[src/rtl/fnd_scan_ctrl.sv]
// fnd_scan_ctrl: binary-to-BCD FND scan controller.
// Accepts one unsigned value via valid/ready, converts it to BCD with a
// sequential double-dabble engine (one shift-and-add-3 iteration per clock),
// then commits it atomically to a display register. That register is scanned
// onto NUM_DIGITS common-anode digits at SCAN_HZ.
// Ports:
//   clk, reset             system clock, synchronous active-high reset
//   load_valid/load_data   value offer; accepted when load_ready is high
//   load_ready             converter idle
//   dp_mask                live per-digit decimal point enables
//   fndCom                 active-low one-cold digit enables (bit 0 = LSD)
//   fndFont                active-low segments {dp,g,f,e,d,c,b,a}
// Build option: define FND_LZB_EN to blank leading zero digits.
module fnd_scan_ctrl #(
    parameter int unsigned CLK_HZ     = 100_000_000,
    parameter int unsigned SCAN_HZ    = 1_000,
    parameter int unsigned NUM_DIGITS = 4,
    parameter int unsigned DATA_W     = 14
) (
    input  logic                  clk,
    input  logic                  reset,
    input  logic                  load_valid,
    input  logic [DATA_W-1:0]     load_data,
    output logic                  load_ready,
    input  logic [NUM_DIGITS-1:0] dp_mask,
    output logic [NUM_DIGITS-1:0] fndCom,
    output logic [7:0]            fndFont
);

    function automatic logic [63:0] pow10(input int unsigned n);
        logic [63:0] p;
        p = 64'd1;
        for (int unsigned i = 0; i < n; i++) p = p * 64'd10;
        return p;
    endfunction

    localparam int unsigned DIV       = CLK_HZ / SCAN_HZ;
    localparam int unsigned DIV_W     = $clog2(DIV);
    localparam int unsigned IDX_W     = $clog2(NUM_DIGITS);
    localparam int unsigned BCD_W     = 4 * NUM_DIGITS;
    localparam int unsigned CNT_W     = $clog2(DATA_W + 1);
    localparam logic [63:0] OVF_LIMIT = pow10(NUM_DIGITS);

    typedef enum logic [1:0] {S_IDLE, S_CONV, S_COMMIT} state_t;

    state_t              state_q, state_d;
    logic                accept_c, conv_en_c, commit_c;
    logic [DATA_W-1:0]   bin_q;
    logic [BCD_W-1:0]    bcd_q, bcd_adj_c;
    logic [CNT_W-1:0]    iter_q;
    logic                ovf_q;
    logic [BCD_W-1:0]    disp_bcd_q;
    logic                disp_ovf_q;
    logic [DIV_W-1:0]    div_q;
    logic [IDX_W-1:0]    idx_q;
    logic                tick_c;
    logic [NUM_DIGITS-1:0] blank_c;
    logic [3:0]          cur_digit_c;
    logic                cur_dp_c, cur_blank_c;
    logic [7:0]          font_c;
    logic [NUM_DIGITS-1:0] com_c;

    // Converter state register
    always_ff @(posedge clk) begin
        if (reset) state_q <= S_IDLE;
        else       state_q <= state_d;
    end

    // Converter next-state logic
    always_comb begin
        state_d = state_q;
        unique case (state_q)
            S_IDLE:   if (load_valid) state_d = S_CONV;
            S_CONV:   if (iter_q == CNT_W'(DATA_W - 1)) state_d = S_COMMIT;
            S_COMMIT: state_d = S_IDLE;
            default:  state_d = S_IDLE;
        endcase
    end

    // Converter outputs and datapath strobes
    always_comb begin
        load_ready = (state_q == S_IDLE);
        accept_c   = load_ready && load_valid;
        conv_en_c  = (state_q == S_CONV);
        commit_c   = (state_q == S_COMMIT);
    end

    // Double-dabble correction: add 3 to every BCD digit >= 5 before shifting
    always_comb begin
        bcd_adj_c = bcd_q;
        for (int i = 0; i < int'(NUM_DIGITS); i++) begin
            if (bcd_q[4*i +: 4] >= 4'd5) bcd_adj_c[4*i +: 4] = bcd_q[4*i +: 4] + 4'd3;
        end
    end

    // Conversion datapath and display register (updated only on commit)
    always_ff @(posedge clk) begin
        if (reset) begin
            bin_q      <= '0;
            bcd_q      <= '0;
            iter_q     <= '0;
            ovf_q      <= 1'b0;
            disp_bcd_q <= '0;
            disp_ovf_q <= 1'b0;
        end else begin
            if (accept_c) begin
                bin_q  <= load_data;
                bcd_q  <= '0;
                iter_q <= '0;
                ovf_q  <= (64'(load_data) >= OVF_LIMIT);
            end else if (conv_en_c) begin
                bcd_q  <= {bcd_adj_c[BCD_W-2:0], bin_q[DATA_W-1]};
                bin_q  <= {bin_q[DATA_W-2:0], 1'b0};
                iter_q <= iter_q + CNT_W'(1);
            end
            if (commit_c) begin
                disp_bcd_q <= bcd_q;
                disp_ovf_q <= ovf_q;
            end
        end
    end

    assign tick_c = (div_q == DIV_W'(DIV - 1));

    // Scan divider and digit index
    always_ff @(posedge clk) begin
        if (reset) begin
            div_q <= '0;
            idx_q <= '0;
        end else begin
            div_q <= tick_c ? '0 : div_q + DIV_W'(1);
            if (tick_c) idx_q <= (idx_q == IDX_W'(NUM_DIGITS - 1)) ? '0 : idx_q + IDX_W'(1);
        end
    end

    // Leading-zero blanking mask; digit 0 and overflow dashes are never blanked
`ifdef FND_LZB_EN
    logic seen_nz_c;
    always_comb begin
        blank_c   = '0;
        seen_nz_c = 1'b0;
        for (int i = int'(NUM_DIGITS) - 1; i > 0; i--) begin
            if (disp_bcd_q[4*i +: 4] != 4'd0) seen_nz_c = 1'b1;
            blank_c[i] = !seen_nz_c && !disp_ovf_q;
        end
    end
`else
    always_comb begin
        blank_c = '0;
    end
`endif

    // Segment and digit-enable selection for the current scan position
    always_comb begin
        cur_digit_c = 4'd0;
        cur_dp_c    = 1'b0;
        cur_blank_c = 1'b0;
        for (int i = 0; i < int'(NUM_DIGITS); i++) begin
            if (idx_q == IDX_W'(i)) begin
                cur_digit_c = disp_bcd_q[4*i +: 4];
                cur_dp_c    = dp_mask[i];
                cur_blank_c = blank_c[i];
            end
        end
        unique case (cur_digit_c)
            4'd0:    font_c = 8'hC0;
            4'd1:    font_c = 8'hF9;
            4'd2:    font_c = 8'hA4;
            4'd3:    font_c = 8'hB0;
            4'd4:    font_c = 8'h99;
            4'd5:    font_c = 8'h92;
            4'd6:    font_c = 8'h82;
            4'd7:    font_c = 8'hF8;
            4'd8:    font_c = 8'h80;
            4'd9:    font_c = 8'h90;
            default: font_c = 8'hFF;
        endcase
        if (disp_ovf_q)       font_c = 8'hBF;
        else if (cur_blank_c) font_c = 8'hFF;
        font_c[7] = font_c[7] & ~cur_dp_c;
        com_c = ~(NUM_DIGITS'(1) << idx_q);
    end

    // Registered pin drivers
    always_ff @(posedge clk) begin
        if (reset) begin
            fndCom  <= ~NUM_DIGITS'(1);
            fndFont <= {~dp_mask[0], 7'h40};
        end else begin
            fndCom  <= com_c;
            fndFont <= font_c;
        end
    end

endmodule

[config.mk]
export PLATFORM = sky130hd
export DESIGN_NAME = fnd_scan_ctrl
export DESIGN_NICKNAME = d
export VERILOG_FILES = /design/src/rtl/fnd_scan_ctrl.sv
export SDC_FILE = /design/constraint.sdc
export NUM_CORES = 1
export LEC_CHECK = 0
export BUFFER_PORTS_ARGS = -buffer_cell sky130_fd_sc_hd__clkbuf_2
export CAP_MARGIN = 25
export CELL_PAD_IN_SITES_DETAIL_PLACEMENT = 1
export CELL_PAD_IN_SITES_GLOBAL_PLACEMENT = 2
export CORE_MARGIN = 2
export CORE_UTILIZATION = 38
export CTS_CLUSTER_DIAMETER = 200
export DETAILED_ROUTE_END_ITERATION = 10
export PLACE_DENSITY_LB_ADDON = 0.1
export SLEW_MARGIN = 5
export SYNTH_ARGS = -nofsm -noshare
export SYNTH_HDL_FRONTEND = slang
export SYNTH_SLANG_ARGS = --single-unit
[constraint.sdc]
create_clock -name clk -period 6.3 [get_ports clk]
set_clock_uncertainty 0.15 [all_clocks]
set_input_delay 0.63 -clock clk [delete_from_list [all_inputs] [get_ports clk]]
set_output_delay 0.63 -clock clk [all_outputs]
set_load 0.02 [all_outputs]
==> results.toml <==
[outcome]
status = "finished clean"

[cts]
cts_buffers = 9
post_cts_buffers = 0
hold_buffers = 0
root_buffer = "clkbuf_8"
clock_path_buffers = 2
clock_latency_ps = 340
htree_levels = 3
clock_sinks = 85
clk_pin_slew_worst_paths_ps = 80
tritoncts = "yes"
post_cts_resized = 0

[final_layout]
nNetsFinal = 520
insertedDiodeCount = 0
stdcell_count = 619
syn_to_final_growth_pct = 10.60
drive_gt1_share_pct = 11.32

[die]
core_area_mm2 = 0.009819
die_h_um = 104.6
die_w_um = 104.6
io_pins = 34
die-area_mm2 = 0.01095
std_cell_rows = 36
start_util_pct = 39.18

[routing]
num_vias = 3142
drt-wirelength-per-cell_um = 13.77
routed_wirelength_um = 8521
drtAntennaViolNets = 0
first_pass_iters = 4
drt_iter0_markers = 76
viasPerCell = 5.076
drc_errors = 0

[logic_synthesis]
synth_cell_types = 40
netlist_area_mm2 = 0.003847
synth.avg_cell_area_um2 = 8.292
synth_area_leaders = "dfxtp_1, a21oi_1, nand2_1"
synth-seq-area-share_pct = 44.23
synthFlopType = "dfxtp_1"
synth_edf_count = 0
yosysMostFrequentCell = "dfxtp_1"
yosys.area.top_type_share_pct = 44.23
synth_common_cells = "dfxtp_1, nand2_1, a21oi_1, nor2_1, clkbuf_1"
synth_top_area_cell = "dfxtp_1"
yosys_register_bits = 85
syn_inst = 464
syn_nets = 501
asyncSetResetFlopFracSynth_pct = 0
ys_warn_count = 0

[timing]
min_period_over_period_pct = 40.01
slew-limit-headroom_pct = 45.84
slew_violations = 0
fin_crit_ps = 2521
fin_setup_tns_ps = 0
rsz0062_at_grt = "false"
hold_viol = 0
finalSetupViolCount = 0
max_freq_mhz = 396.7
worstMarginPinSlew_ps = 809.5

[pwr]
power_density_mw_per_mm2 = 230.6
swShare_pct = 22.96
p_int_uw = 756.1
pwr-share-seq_pct = 56.4
clkPwrFrac_pct = 37.8
p_leak_uw = 0.001514
comb_power_share_pct = 5.7
peakVddDrop_mv = 0.08078
power.switching_uw = 225.3

[setup_path]
cp.required_ps = 6370
crit_path_start_kind = "flop"
cp_max_fo = 16
cp-end-kind = "flop"
path_class = "flop to flop"
cp.arrival_ps = 2590

[global_routing]
grt_overflow = 0
use_met3_pct = 2.495
grt_usage_pct = 16.67
met1_usage_pct = 22.55
grt_max_degree = 52
grt_pass1_vias = 3072
gr-max-usage-layer = "met2"
grt_pass1_wl_um = 14880
grt_use_met2_pct = 26.42
antenna_found_initial = 0

[placement]
dp_cells = 605
dp_hpwl_um = 6060
port_buffers = 33
gp_congestion = 0.8449

[flow_run]
maxCapViolCount = 0

[hold_path]
hold_class = "flop to flop"
==> routing by layer <==
metal | vias to the layer above | routed length (um)
li1 | 1595 | -
met1 | 1497 | 4301
met2 | 35 | 3834
met3 | 15 | 178
met4 | 0 | 207
met5 | - | 0
==> critical path, stage by stage, from the launching register on <==
cell and delay, ps:
dfxtp_1 400, ha_1 550, a211oi_1 130, a221oi_2 470
ha_1 330, a21o_2 190, a21oi_1 130, nor2_1 50
==> cell usage in the layout (no fill, tap or decap), types with 14 or more instances in the layout <==
cell type / n
a21oi_1: 60
inv_1: 17
nand2_1: 74
ha_1: 16
dfxtp_1: 85
clkbuf_2: 33
nor2_1: 49
nand3_1: 14
o21ai_0: 14
xor2_1: 14
==> through the flow <==
step / power (uW) / hold WS, ps / instance area [um^2] / utilization [%] / setup slack (ps)
final: 981.3 / 309.4 / 4255 / 43.34 / 3779
after global routing: 1032 / 327.4 / 4255 / 43.34 / 3539
after CTS: 1002 / 312.0 / 4255 / 43.34 / 3768
after detailed placement: 624.7 / 300.1 / 4075 / 41.50 / 3782
after global placement: 622.9 / 292.6 / 4075 / 41.50 / 3865
after floorplan: 605.2 / 276.2 / 3847 / - / 4106
==> final timing paths <==
path	start	to	slack (ps)	cells past startpoint
hold reg to reg	bin_q[6]	bin_q[6]	310	2
setup reg to reg	idx_q[0]	fndFont[1]	3780	7
setup / recovery	idx_q[0]	fndFont[1]	3780	7
hold / removal	bin_q[6]	bin_q[6]	310	2
==> power by group through the flow <==
stage | sequential [uW] | clock [uW] | combinational, uW
6_report | 554 | 371 | 56.1
4_1_cts | 554 | 390 | 57.9
5_1_grt | 556 | 412 | 64.5
3_5_place_dp | 567 | 0 | 57.8
2_1_floorplan | 566 | 0 | 39.5
3_3_place_gp | 566 | 0 | 56.6
==> cell families after synthesis <==
| family | after synthesis | synth area share [%] |
|---|---|---|
| AND/OR/NAND/NOR | 184 | 22.02 |
| buffers and inverters | 45 | 5.008 |
| flip-flops | 85 | 44.23 |
| XOR/XNOR | 26 | 5.919 |
| AO/OA/AOI/OAI | 102 | 16.07 |
| adder cells (fa/ha/maj) | 16 | 5.203 |
| multiplexers | 6 | 1.561 |
==> sequential cells by signal, indices dropped and copies added, names as in the netlist <==
register,flops
iter_q,4
div_q,17
ovf_q,1
disp_bcd_q,16
fndCom,4
bcd_q,16
disp_ovf_q,1
idx_q,2
bin_q,14
fndFont,8
state_q,2
==> cell type report <==
type	count	area, um^2
timing repair buffer	36	187.7
clock inverter	2	35.03
inverter	17	63.81
sequential	85	1702
clock buffer	12	145.1
multi-input combinational	334	1956
tap	133	166.4
fill	1213	5564
No activity file was read; power rests on OpenSTA's default activity.
